**src/rtl/fetch_pkg.sv**
```systemverilog
// Shared types and constants for the instruction-fetch stage.
package fetch_pkg;

    typedef enum logic [1:0] {
        S_IDLE,
        S_REQ,
        S_HOLD,
        S_DROP
    } fetch_state_e;

    localparam logic [31:0] FETCH_RESET_PC = 32'h0000_0000;
    localparam logic [31:0] FETCH_NOP      = 32'h0000_0000;  // sll $0,$0,0
    localparam logic [31:0] PC_STEP        = 32'd4;

    function automatic logic [31:0] word_align(input logic [31:0] addr);
        return {addr[31:2], 2'b00};
    endfunction

endpackage

```
**src/rtl/if_id_reg.sv**
```systemverilog
// IF/ID pipeline register: flush beats hold, hold beats load, otherwise a bubble is inserted.
module if_id_reg
    import fetch_pkg::*;
#(
    parameter logic [31:0] NOP = FETCH_NOP
) (
    input  logic        clk_i,
    input  logic        rst_ni,
    input  logic        flush_i,
    input  logic        hold_i,
    input  logic        load_i,
    input  logic [31:0] instr_i,
    input  logic [31:0] pc4_i,
    output logic [31:0] instr_o,
    output logic [31:0] pc4_o,
    output logic        valid_o
);

    logic [31:0] instr_q, instr_d;
    logic [31:0] pc4_q, pc4_d;
    logic        valid_q, valid_d;

    always_comb begin
        instr_d = NOP;
        pc4_d   = '0;
        valid_d = 1'b0;
        if (flush_i) begin
            instr_d = NOP;
        end else if (hold_i) begin
            instr_d = instr_q;
            pc4_d   = pc4_q;
            valid_d = valid_q;
        end else if (load_i) begin
            instr_d = instr_i;
            pc4_d   = pc4_i;
            valid_d = 1'b1;
        end
    end

    always_ff @(posedge clk_i) begin
        if (!rst_ni) begin
            instr_q <= NOP;
            pc4_q   <= '0;
            valid_q <= 1'b0;
        end else begin
            instr_q <= instr_d;
            pc4_q   <= pc4_d;
            valid_q <= valid_d;
        end
    end

    assign instr_o = instr_q;
    assign pc4_o   = pc4_q;
    assign valid_o = valid_q;

endmodule

```
**src/rtl/fetch_stage.sv**
```systemverilog
// MIPS instruction-fetch stage: PC, single-outstanding fetch handshake, skid buffer and IF/ID register.
module fetch_stage
    import fetch_pkg::*;
#(
    parameter logic [31:0] RESET_PC  = FETCH_RESET_PC,
    parameter logic [31:0] NOP_INSTR = FETCH_NOP
) (
    input  logic        Clk,
    input  logic        Rst,
    input  logic        Stall,
    input  logic        Redirect,
    input  logic [31:0] RedirectPC,
    output logic        IMemReq,
    output logic [31:0] IMemAddr,
    input  logic        IMemAck,
    input  logic [31:0] IMemData,
    output logic [31:0] IF_ID_Instr,
    output logic [31:0] IF_ID_PCPlus4,
    output logic        IF_ID_Valid,
    output logic [5:0]  Opcode,
    output logic [5:0]  Funct
);

    fetch_state_e state_q, state_d;
    logic [31:0]  pc_q, pc_d;
    logic [31:0]  target_q, target_d;
    logic [31:0]  hold_instr_q, hold_instr_d;
    logic [31:0]  hold_pc4_q, hold_pc4_d;

    logic [31:0]  pc_plus4;
    logic [31:0]  redir_pc;
    logic         new_instr;
    logic [31:0]  src_instr;
    logic [31:0]  src_pc4;

    assign pc_plus4 = pc_q + PC_STEP;
    assign redir_pc = word_align(RedirectPC);

    always_comb begin
        state_d      = state_q;
        pc_d         = pc_q;
        target_d     = target_q;
        hold_instr_d = hold_instr_q;
        hold_pc4_d   = hold_pc4_q;
        IMemReq      = 1'b0;
        new_instr    = 1'b0;
        src_instr    = IMemData;
        src_pc4      = pc_plus4;
        case (state_q)
            S_IDLE: begin
                state_d = S_REQ;
                if (Redirect) pc_d = redir_pc;
            end
            S_REQ: begin
                IMemReq = 1'b1;
                if (IMemAck) begin
                    if (Redirect) begin
                        pc_d = redir_pc;
                    end else begin
                        new_instr = 1'b1;
                        pc_d      = pc_plus4;
                        // Decode is stalled: park the word instead of refetching it later.
                        if (Stall) begin
                            hold_instr_d = IMemData;
                            hold_pc4_d   = pc_plus4;
                            state_d      = S_HOLD;
                        end
                    end
                end else if (Redirect) begin
                    target_d = redir_pc;
                    state_d  = S_DROP;
                end
            end
            S_HOLD: begin
                src_instr = hold_instr_q;
                src_pc4   = hold_pc4_q;
                if (Redirect) begin
                    pc_d         = redir_pc;
                    hold_instr_d = NOP_INSTR;
                    hold_pc4_d   = '0;
                    state_d      = S_REQ;
                end else if (!Stall) begin
                    new_instr = 1'b1;
                    state_d   = S_REQ;
                end
            end
            S_DROP: begin
                // Keep presenting the old address until the stale fetch retires.
                IMemReq = 1'b1;
                if (Redirect) target_d = redir_pc;
                if (IMemAck) begin
                    pc_d    = Redirect ? redir_pc : target_q;
                    state_d = S_REQ;
                end
            end
            default: state_d = S_IDLE;
        endcase
    end

    always_ff @(posedge Clk) begin
        if (!Rst) begin
            state_q      <= S_IDLE;
            pc_q         <= word_align(RESET_PC);
            target_q     <= '0;
            hold_instr_q <= NOP_INSTR;
            hold_pc4_q   <= '0;
        end else begin
            state_q      <= state_d;
            pc_q         <= pc_d;
            target_q     <= target_d;
            hold_instr_q <= hold_instr_d;
            hold_pc4_q   <= hold_pc4_d;
        end
    end

    assign IMemAddr = pc_q;

    if_id_reg #(
        .NOP(NOP_INSTR)
    ) u_if_id (
        .clk_i  (Clk),
        .rst_ni (Rst),
        .flush_i(Redirect),
        .hold_i (Stall),
        .load_i (new_instr),
        .instr_i(src_instr),
        .pc4_i  (src_pc4),
        .instr_o(IF_ID_Instr),
        .pc4_o  (IF_ID_PCPlus4),
        .valid_o(IF_ID_Valid)
    );

    assign Opcode = IF_ID_Instr[31:26];
    assign Funct  = IF_ID_Instr[5:0];

endmodule

```
**config.mk**
```make
export PLATFORM = sky130hd
export DESIGN_NAME = fetch_stage
export DESIGN_NICKNAME = d
export VERILOG_FILES = /design/src/rtl/fetch_pkg.sv /design/src/rtl/if_id_reg.sv /design/src/rtl/fetch_stage.sv
export SDC_FILE = /design/constraint.sdc
export NUM_CORES = 1
export LEC_CHECK = 0
export BUFFER_PORTS_ARGS = -buffer_cell sky130_fd_sc_hd__buf_2
export CAP_MARGIN = 30
export CORE_MARGIN = 2
export CORE_UTILIZATION = 55
export CTS_CLUSTER_DIAMETER = 150
export DETAILED_ROUTE_END_ITERATION = 12
export GPL_TIMING_DRIVEN = 0
export PLACE_DENSITY = 0.84
export SLEW_MARGIN = 20
export SYNTH_ARGS = -nofsm -noshare
export SYNTH_HDL_FRONTEND = slang
export SYNTH_SLANG_ARGS = --single-unit
```
**constraint.sdc**
```tcl
create_clock -name Clk -period 2.49 [get_ports Clk]
set_input_delay 0 -clock Clk [delete_from_list [all_inputs] [get_ports Clk]]
set_output_delay 0 -clock Clk [all_outputs]
set_load 0.005 [all_outputs]
```
==> results.json, run 1 <==
{
  "endpoint": "IMemAddr[13]$_SDFFE_PN0P_",
  "preCtsSetupSlack_ns": -0.464,
  "critical_path.slowest_cell": "o22ai_1",
  "instances_no_fill": 1660,
  "initial_utilization": 0.556,
  "outcome": "completed",
  "drt_iter0_markers": 1202,
  "syn-num-nets": 1244,
  "gr-total-overflow": 0,
  "core_sq_um": 16400,
  "io_buffers": 173,
  "hold_violations": 0,
  "setup_viol": 0,
  "ys.warnings.count": 0,
  "synth-edff-count": 0,
  "dp_cells": 1563,
  "num-nets-final": 1501,
  "path_clk_slew_ns": 0.08,
  "cp_cell_sequence": "inv_1 > ha_1 > nor2_1 > o22ai_1 > clkbuf_4 > buf_2 > nor2_1 > o221a_2",
  "grt_start_max_net_pins": 20,
  "tightest_slew_ns": 0.793,
  "antenna_found_initial": 0,
  "power_mw": 7.98,
  "skew_ns": 0.0124,
  "rr_startpoint": "state_q[0]$_SDFFE_PN0P_",
  "grt_pass1_wl_mm": 49.5,
  "die_area_sq_um": 17600,
  "cap_violations": 0,
  "grt_pass1_vias": 9166,
  "async_flop_share": 0,
  "avgSynthCellArea_sq_um": 7.79,
  "hp-class": "in2reg",
  "fmax_mhz": 410,
  "die_y_microns": 133,
  "ir_drop_uv": 577,
  "place_hpwl_mm": 21.7,
  "synth_seq_cells": 195,
  "ant_nets": 0,
  "syn2layout_area_growth_pct": 27.6,
  "numClockSinks": 195,
  "drive_above_1_share": 0.198,
  "cp_num_buf_inv": 3,
  "ys.flop_type": "dfxtp_1",
  "finalWorstSetupSlack_ns": 0.0521,
  "reg2reg_depth": 8,
  "p_leak_nw": 4.74,
  "root_buffer": "clkbuf_16",
  "cts_tree": "done",
  "crit_required_ns": 2.83,
  "max_slew_margin": 0.471,
  "routed_via_density": 6.09,
  "firstDrtPassIters": 6,
  "syn_inst": 1170,
  "critPathKind": "reg2reg",
  "powerDensity_nw_per_um2": 686,
  "diodes": 0,
  "layout_min_cycle_time_ns": 2.44,
  "drv_slew": 0,
  "rrSetupSlack_ns": 0.05,
  "period_share": 0.979,
  "num_io_pins": 179,
  "drt-total-wl_mm": 31.8,
  "detail_route.wl_per_cell_microns": 19.2,
  "fillCellCount": 1269,
  "startpoint_type": "flip-flop",
  "clockBufferDepth": 2,
  "cp_max_fo": 10,
  "ys_seq_area_frac": 0.428,
  "worstPathArrival_ns": 2.78,
  "cpPeakStageDelay_ns": 0.39,
  "cts_max_level": 4,
  "vias": 10100,
  "crit_start": "state_q[0]$_SDFFE_PN0P_",
  "hold-worst-slack_ns": 0.0891,
  "cts_made_buffers": 17,
  "r2r-end": "IMemAddr[13]$_SDFFE_PN0P_",
  "clk_latency_ns": 0.45,
  "grt_usage": 0.354,
  "synthDistinctLibCells": 67,
  "worstSetupPathDepth": 8,
  "drc": 0,
  "crit_path_end_kind": "flip-flop",
  "rows": 47,
  "gp_congestion": 0.980,
  "dieWidth_microns": 133,
  "path_common_cell": "nor2_1",
  "netlist_area_sq_um": 9120,
  "cp_top_family": "buffers and inverters"
}
-- cells in the mapped netlist (10+ instances only) --
| cell type | n | share of area |
|---|---|---|
| nor2_1 | 124 | 0.051 |
| a22oi_1 | 36 | 0.030 |
| inv_1 | 12 | 0.0049 |
| a21oi_1 | 165 | 0.091 |
| nor2b_1 | 38 | 0.026 |
| nand3_1 | 22 | 0.012 |
| buf_1 | 11 | 0.0045 |
| clkbuf_1 | 75 | 0.031 |
| a221oi_1 | 15 | 0.014 |
| mux2i_1 | 10 | 0.011 |
| buf_4 | 12 | 0.0099 |
| o211ai_1 | 16 | 0.013 |
| dfxtp_1 | 195 | 0.43 |
| nand2_1 | 209 | 0.086 |
| o21ai_0 | 68 | 0.037 |
| nor3_1 | 10 | 0.0055 |
| xor2_1 | 14 | 0.013 |
| xnor2_1 | 10 | 0.0096 |
-- cell families after synthesis --
family / Yosys count / synth area share
compound gates: 368 / 0.247
xor+xnor: 24 / 0.0231
fa+ha+maj: 5 / 0.00686
buf+inv: 113 / 0.0517
flops: 195 / 0.428
mux: 13 / 0.0147
simple gates: 452 / 0.229
-- worst reg2reg max path: cells and delay by family, from the launching register on --
| kind | cells | cell delay (ns) |
|---|---|---|
| buf+inv | 3 | 0.75 |
| fa+ha+maj | 1 | 0.34 |
| simple gates | 2 | 0.25 |
| flops | 1 | 0.34 |
| compound gates | 2 | 0.65 |
-- area by class of cell --
| class | count | area, sq um | area share |
|---|---|---|---|
| Multi-Input combinational cell | 862 | 4820 | 0.414 |
| Sequential cell | 195 | 3910 | 0.336 |
| Timing Repair Buffer | 238 | 1510 | 0.130 |
| Buffer | 100 | 469 | 0.0403 |
| Clock buffer | 18 | 439 | 0.0378 |
| Tap cell | 220 | 275 | 0.0237 |
| Clock inverter | 14 | 168 | 0.0144 |
| Inverter | 13 | 48.8 | 0.00420 |
-- timing repair --
| item | 4_1_cts | 5_1_grt |
|---|---|---|
| setup buffers | 0 | 3 |
| gates resized for setup | 27 | 31 |
| hold buffers | 62 | 0 |
| setup endpoints to repair | 99 | 157 |
| pin swaps | 0 | 3 |
| endpoints found under the hold margin | 68 | 0 |
-- metrics by stage --
stage | util | instance area [sq um] | TNS, ns
2_1_floorplan | - | 9120 | 0
3_3_place_gp | 0.625 | 10300 | -9.27
3_5_place_dp | 0.625 | 10300 | -13.11
4_1_cts | 0.704 | 11600 | 0
5_1_grt | 0.709 | 11600 | -0.0216
6_report | 0.709 | 11600 | 0
-- worst min path at each step --
stage | to | cells after the start | start
final | u_if_id.pc4_o[6]$_SDFFE_PP0N_ | 4 | Redirect
after global routing | u_if_id.pc4_o[6]$_SDFFE_PP0N_ | 4 | Redirect
after CTS | u_if_id.pc4_o[6]$_SDFFE_PP0N_ | 4 | Redirect
after detailed placement | target_q[11]$_SDFFE_PN0P_ | 3 | RedirectPC[11]
after global placement | target_q[11]$_SDFFE_PN0P_ | 3 | RedirectPC[11]
after floorplan | target_q[11]$_SDFFE_PN0P_ | 2 | RedirectPC[11]
-- per-layer routing --
metal  wire [microns]  vias up  global-route usage
li1                 -     4626                   -
met1            12900     4696               0.483
met2            14300      681               0.547
met3             3480      101              0.0785
met4             1100        0               0.140
met5                0        -                   0
-- state kept, by name, summed over array words and instances (netlist names) --
signal,cells
u_if_id.instr_o,32
hold_pc4_q,32
u_if_id.pc4_o,32
IMemAddr,32
state_q,2
target_q,32
hold_instr_q,32
u_if_id.valid_o,1
-- report_power, final --
group | internal [mW] | switching, mW
sequential | 3.27 | 0.224
combinational | 0.605 | 1.04
clock | 1.46 | 1.38
-- placed cells by master (no fill, tap or decap), types with 4 or more instances in the layout --
cell / n
mux2i_1: 10
nand2_1: 209
nand3_1: 21
o31ai_1: 4
clkbuf_1: 52
a21oi_1: 165
o21a_1: 4
xor2_1: 14
xnor2_1: 10
o221a_2: 5
clkbuf_16: 17
nor3_1: 9
a22o_1: 9
o22ai_1: 7
buf_4: 15
buf_2: 180
dfxtp_1: 194
inv_8: 5
o211ai_1: 16
o21ai_0: 68
inv_1: 12
nor4_4: 4
dlygate4sd3_1: 62
nand4_1: 9
a31oi_1: 6
a32oi_1: 4
a211oi_1: 4
nand2b_1: 4
a221oi_1: 14
ha_1: 5
nor2b_1: 38
nor2_1: 121
a22oi_1: 36
and3_1: 6
clkbuf_2: 20
buf_1: 6
Note: power is estimated with default switching activity, not from simulation.
==> inputs of run 2 (changes only) <==
--- a/config.mk
+++ b/config.mk
@@ -5,14 +5,14 @@
 export SDC_FILE = /design/constraint.sdc
 export NUM_CORES = 1
 export LEC_CHECK = 0
+export ABC_AREA = 1
 export BUFFER_PORTS_ARGS = -buffer_cell sky130_fd_sc_hd__buf_2
-export CAP_MARGIN = 30
 export CORE_MARGIN = 2
-export CORE_UTILIZATION = 55
+export CORE_UTILIZATION = 45
 export CTS_CLUSTER_DIAMETER = 150
 export DETAILED_ROUTE_END_ITERATION = 12
 export GPL_TIMING_DRIVEN = 0
-export PLACE_DENSITY = 0.84
+export PLACE_DENSITY = 0.71
 export SLEW_MARGIN = 20
 export SYNTH_ARGS = -nofsm -noshare
 export SYNTH_HDL_FRONTEND = slang
==> results.json, run 2 <==
{
  "outcome": "completed",
  "numClockSinks": 195,
  "powerDensity_nw_per_um2": 717,
  "drc": 0,
  "firstDrtPassIters": 6,
  "layout_min_cycle_time_ns": 2.24,
  "async_flop_share": 0,
  "avgSynthCellArea_sq_um": 6.65,
  "synthAdderAreaFrac": 0.00650,
  "ys_seq_area_frac": 0.405,
  "drv_slew": 0,
  "synth-compound-area-share": 0.209,
  "cts_max_level": 4,
  "syn_inst": 1448,
  "critical_path.slowest_cell": "clkbuf_1",
  "num-nets-final": 1780,
  "routed_via_density": 5.30,
  "synth_seq_cells": 195,
  "placed_cell_area_sq_um": 10900,
  "startpoint_type": "flip-flop",
  "io_buffers": 176,
  "skew_ns": 0.0141,
  "grt_start_max_net_pins": 17,
  "fin_tns_setup_ns": 0,
  "synthDistinctLibCells": 36,
  "cp_max_fo": 10,
  "rows": 53,
  "synth-edff-count": 0,
  "critPathKind": "reg2reg",
  "cp_cell_sequence": "inv_1 > ha_1 > inv_1 > buf_2 > clkbuf_1 > nand2_1 > nand2_1 > nand2_1 > a21oi_1",
  "rsz0062_at_grt": "false",
  "path_common_cell": "nand2_1",
  "gp_congestion": 0.910,
  "syn2layout_area_growth_pct": 25.6,
  "crit_path_end_kind": "flip-flop",
  "hp-class": "in2reg",
  "grt_pass1_vias": 9575,
  "drt-total-wl_mm": 31.1,
  "synthTopCellsByArea": "dfxtp_1, nand2_1, a21oi_1",
  "fin_area_sq_um": 12100,
  "post_cts_resized": 0,
  "cts_setup_buffers": 0,
  "synth_common_cells": "nand2_1, a21oi_1, dfxtp_1",
  "max_slew_margin": 0.539,
  "cpPeakStageDelay_ns": 0.49,
  "period_share": 0.901,
  "setup_viol": 0,
  "fillCellCount": 2048,
  "synth_xor_area_frac": 0.0159,
  "yosys.area.top_type": "dfxtp_1",
  "dieWidth_microns": 150,
  "cp_top_family": "buffers and inverters",
  "cap_violations": 0,
  "muxShareOfSynthArea": 0,
  "preCtsSetupSlack_ns": 0.294,
  "ys.flop_type": "dfxtp_1",
  "grt_usage": 0.273,
  "yosysMostFrequentCell": "nand2_1",
  "crit_required_ns": 2.86,
  "cts_hold_buf": 63,
  "ant_nets": 0,
  "core_sq_um": 21000,
  "drt_iter0_markers": 939,
  "place_hpwl_mm": 22.8,
  "final_cell_mix": "nand2_1, a21oi_1, buf_2, dfxtp_1, o21ai_0",
  "synth_top_family_by_area": "simple AND/OR/NAND/NOR gates",
  "synthSimpleGateAreaFrac": 0.287,
  "finalWorstSetupSlack_ns": 0.247,
  "tightest_slew_ns": 0.692,
  "root_buffer": "clkbuf_16",
  "detail_route.wl_per_cell_microns": 15.6,
  "path_clk_slew_ns": 0.08,
  "hold_violations": 0,
  "ir_drop_uv": 508,
  "p_leak_nw": 5.31,
  "num_io_pins": 179,
  "hold-worst-slack_ns": 0.0131,
  "grt_pass1_wl_mm": 48.6,
  "netlist.area_leader.share": 0.405,
  "final_common_cell": "nand2_1",
  "antenna_found_initial": 0,
  "die_area_sq_um": 22600,
  "cts_tree": "done",
  "syn-num-nets": 1522,
  "ys.warnings.count": 0,
  "fmax_mhz": 446,
  "initial_utilization": 0.458,
  "netlist_area_sq_um": 9630,
  "clockBufferDepth": 2,
  "cts_made_buffers": 17,
  "gr-total-overflow": 0,
  "worstPathArrival_ns": 2.62,
  "cp_num_buf_inv": 4,
  "vias": 10600,
  "clk_latency_ns": 0.44,
  "drive_above_1_share": 0.161,
  "die_y_microns": 150
}
==> run 2: area by class of cell <==
cell class	count	area, sq um	share of cell area
repair buffers	239	1510	0.125
clock buffers	20	437	0.0361
inverters	57	214	0.0177
plain buffers	110	517	0.0427
flip-flops and latches	195	3900	0.323
multi-input cells	1086	5000	0.413
well taps	275	344	0.0284
diodes	1	2.50	0.000207
clock inverters	11	175	0.0145
==> run 2: path summary, 6_finish.rpt <==
check / start / end / slack (ns) / cells after the start
min reg2reg: u_if_id.pc4_o[31]$_SDFFE_PP0N_ / u_if_id.pc4_o[31]$_SDFFE_PP0N_ / 0.46 / 2
max: state_q[0]$_SDFFE_PN0P_ / u_if_id.instr_o[22]$_SDFFE_PP0N_ / 0.25 / 9
max reg2reg: state_q[0]$_SDFFE_PN0P_ / u_if_id.instr_o[22]$_SDFFE_PP0N_ / 0.25 / 9
min: Redirect / hold_pc4_q[0]$_SDFFE_PN0P_ / 0.01 / 4
==> run 2: logic make-up (layout without fill, tap and decap cells) <==
family / Yosys count / after routing
AOI/OAI and AO/OA: 376 / 376
xor gates and xnor gates: 14 / 14
adders and majority gates: 5 / 5
buffers and inverters: 167 / 437
DFF: 195 / 195
other: 0 / 1
and+or+nand+nor: 691 / 691
==> run 2: stage by stage <==
step / power [mW] / utilization / cells
2_1_floorplan: 4.98 / - / 1448
3_3_place_gp: 5.65 / 0.516 / 1899
3_5_place_dp: 5.68 / 0.516 / 1899
4_1_cts: 8.66 / 0.576 / 1993
5_1_grt: 9.11 / 0.576 / 1993
6_report: 8.68 / 0.576 / 1994
==> run 2: worst min-delay path, stage by stage <==
cell and delay [ns]:
buf_2 0.11, nand2_1 0.07, nand3_2 0.14, a21oi_1 0.08
==> run 2: layer usage <==
metal  GRT usage  vias up  share of wire
li1            -     5227              -
met1       0.370     4861           0.44
met2       0.421      408           0.45
met3      0.0558       65          0.073
met4       0.115        0          0.036
met5           0        -              0
==> run 2: power by group <==
| group | switching (mW) | internal, mW |
|---|---|---|
| sequential | 0.293 | 3.43 |
| clock | 1.25 | 1.69 |
| combinational | 1.31 | 0.715 |
==> inputs of run 3 (changes only) <==
--- a/config.mk
+++ b/config.mk
@@ -7,6 +7,7 @@
 export LEC_CHECK = 0
 export ABC_AREA = 1
 export BUFFER_PORTS_ARGS = -buffer_cell sky130_fd_sc_hd__buf_2
+export CORE_ASPECT_RATIO = 1.2
 export CORE_MARGIN = 2
 export CORE_UTILIZATION = 45
 export CTS_CLUSTER_DIAMETER = 150
==> results.json, run 3 (same netlist as run 2, synthesis figures left out) <==
{
  "outcome": "completed",
  "worstPathArrival_ns": 2.60,
  "drc": 0,
  "dieWidth_microns": 138,
  "switching_share": 0.323,
  "path_clk_slew_ns": 0.07,
  "vias": 10300,
  "grt_usage": 0.268,
  "ant_nets": 0,
  "finalWorstSetupSlack_ns": 0.251,
  "fin_area_sq_um": 12100,
  "detail_route.wl_per_cell_microns": 15.3,
  "drive_above_1_share": 0.162,
  "whs_path_depth": 4,
  "p_leak_nw": 5.33,
  "hp-class": "in2reg",
  "cts_tree": "done",
  "num-nets-final": 1780,
  "rsz0062_at_grt": "false",
  "post_cts_resized": 0,
  "core_sq_um": 21000,
  "max_slew_margin": 0.507,
  "critPathKind": "reg2reg",
  "min_from": "Redirect",
  "tightest_slew_ns": 0.739,
  "power_mw": 8.72,
  "crit_path_end_kind": "flip-flop",
  "multi_input_area_sq_um": 5000,
  "power.share.clock": 0.345,
  "diodes": 0,
  "p_seq_frac": 0.426,
  "regArea_sq_um": 3900,
  "crit_required_ns": 2.85,
  "cp_max_fo": 10,
  "die_area_sq_um": 22600,
  "rr_startpoint": "state_q[0]$_SDFFE_PN0P_",
  "drv_slew": 0,
  "antenna_found_initial": 0,
  "ir_drop_uv": 570,
  "final_cell_mix": "nand2_1, a21oi_1, buf_2, dfxtp_1, o21ai_0",
  "clk_latency_ns": 0.44,
  "routed_via_density": 5.19,
  "clockBufferDepth": 2,
  "cts_max_level": 4,
  "cts_setup_buffers": 0,
  "drt-total-wl_mm": 30.5,
  "initial_utilization": 0.459,
  "die_y_microns": 164,
  "final_common_cell": "nand2_1",
  "fin_tns_setup_ns": 0,
  "grt_start_max_net_pins": 17,
  "fillCellCount": 2051,
  "placed_cell_area_sq_um": 10800,
  "worst_hold_path.endpoint": "hold_pc4_q[1]$_SDFFE_PN0P_",
  "startpoint_type": "flip-flop",
  "grt_pass1_wl_mm": 47.7,
  "rows": 58,
  "grt_pass1_vias": 9475,
  "numClockSinks": 195,
  "root_buffer": "clkbuf_16",
  "drt_iter0_markers": 727,
  "preCtsSetupSlack_ns": 0.326,
  "power.internal_mw": 5.91,
  "cts_made_buffers": 17,
  "rrSetupSlack_ns": 0.25,
  "firstDrtPassIters": 5,
  "setup_viol": 0,
  "crit_start": "state_q[0]$_SDFFE_PN0P_",
  "cap_violations": 0,
  "reg2reg_depth": 9,
  "gr-total-overflow": 0,
  "layout_min_cycle_time_ns": 2.24,
  "switchingPower_mw": 2.81,
  "place_hpwl_mm": 22.5,
  "skew_ns": 0.00884,
  "syn2layout_area_growth_pct": 25.8,
  "cts_hold_buf": 63,
  "hold_violations": 0,
  "gp_congestion": 0.918,
  "io_buffers": 176,
  "r2r-end": "u_if_id.pc4_o[2]$_SDFFE_PP0N_",
  "num_io_pins": 179,
  "period_share": 0.899,
  "powerDensity_nw_per_um2": 720,
  "p_comb_frac": 0.229,
  "fmax_mhz": 447
}
[run 3: cell types whose count changed in the layout (fill, tap and decap cells not counted)]
cell,previous run,this run
clkbuf_1,59,56
clkbuf_8,0,3
inv_6,4,2
clkinv_4,0,1
clkinvlp_4,2,1
diode_2,1,0
inv_8,0,1
[run 3: how the worst max path moves through the flow]
stage	endpoint	slack, ns	cells after the start
after floorplan	IMemAddr[21]$_SDFFE_PN0P_	0.83	8
after global placement	u_if_id.instr_o[22]$_SDFFE_PP0N_	0.35	9
after detailed placement	u_if_id.instr_o[14]$_SDFFE_PP0N_	0.33	9
after CTS	u_if_id.pc4_o[2]$_SDFFE_PP0N_	0.27	9
after global routing	hold_instr_q[1]$_SDFFE_PN0P_	0.08	7
final	u_if_id.pc4_o[2]$_SDFFE_PP0N_	0.25	9
[run 3: power by group through the flow]
stage / logic [mW] / registers (mW) / clock network [mW]
2_1_floorplan: 1.28 / 3.70 / 0
3_3_place_gp: 1.87 / 3.76 / 0
4_1_cts: 1.98 / 3.70 / 3.03
5_1_grt: 2.25 / 3.75 / 3.15
3_5_place_dp: 1.89 / 3.77 / 0
6_report: 2.00 / 3.71 / 3.01
[run 3: layout make-up]
class / count / share of cell area
clock buffers: 20 / 0.0385
multi-input cells: 1086 / 0.412
inverters: 57 / 0.0177
flip-flops and latches: 195 / 0.322
plain buffers: 110 / 0.0426
well taps: 270 / 0.0279
repair buffers: 239 / 0.125
clock inverters: 10 / 0.0140
[run 3: critical path: stages, from the launching register on]
cell and delay [ns]:
dfxtp_1 0.39, inv_1 0.08, ha_1 0.27, inv_1 0.16, buf_2 0.32, buf_1 0.50
nand2_1 0.15, nand2_1 0.09, nand2_1 0.07, a21oi_1 0.14
[run 3: layer usage]
layer / track usage / routed length, microns / up-vias
met5: 0 / 0 / -
met4: 0.0909 / 788 / 0
met3: 0.0423 / 1970 / 64
met2: 0.461 / 14800 / 383
met1: 0.341 / 12900 / 4627
li1: - / - / 5234
[run 3: stage by stage]
stage,std cells,utilization,hold slack (ns)
after floorplan,1448,-,0.168
after global placement,1894,0.517,0.286
final,1987,0.578,0.0320
after detailed placement,1894,0.517,0.289
after CTS,1987,0.578,0.000720
after global routing,1987,0.578,0.0362
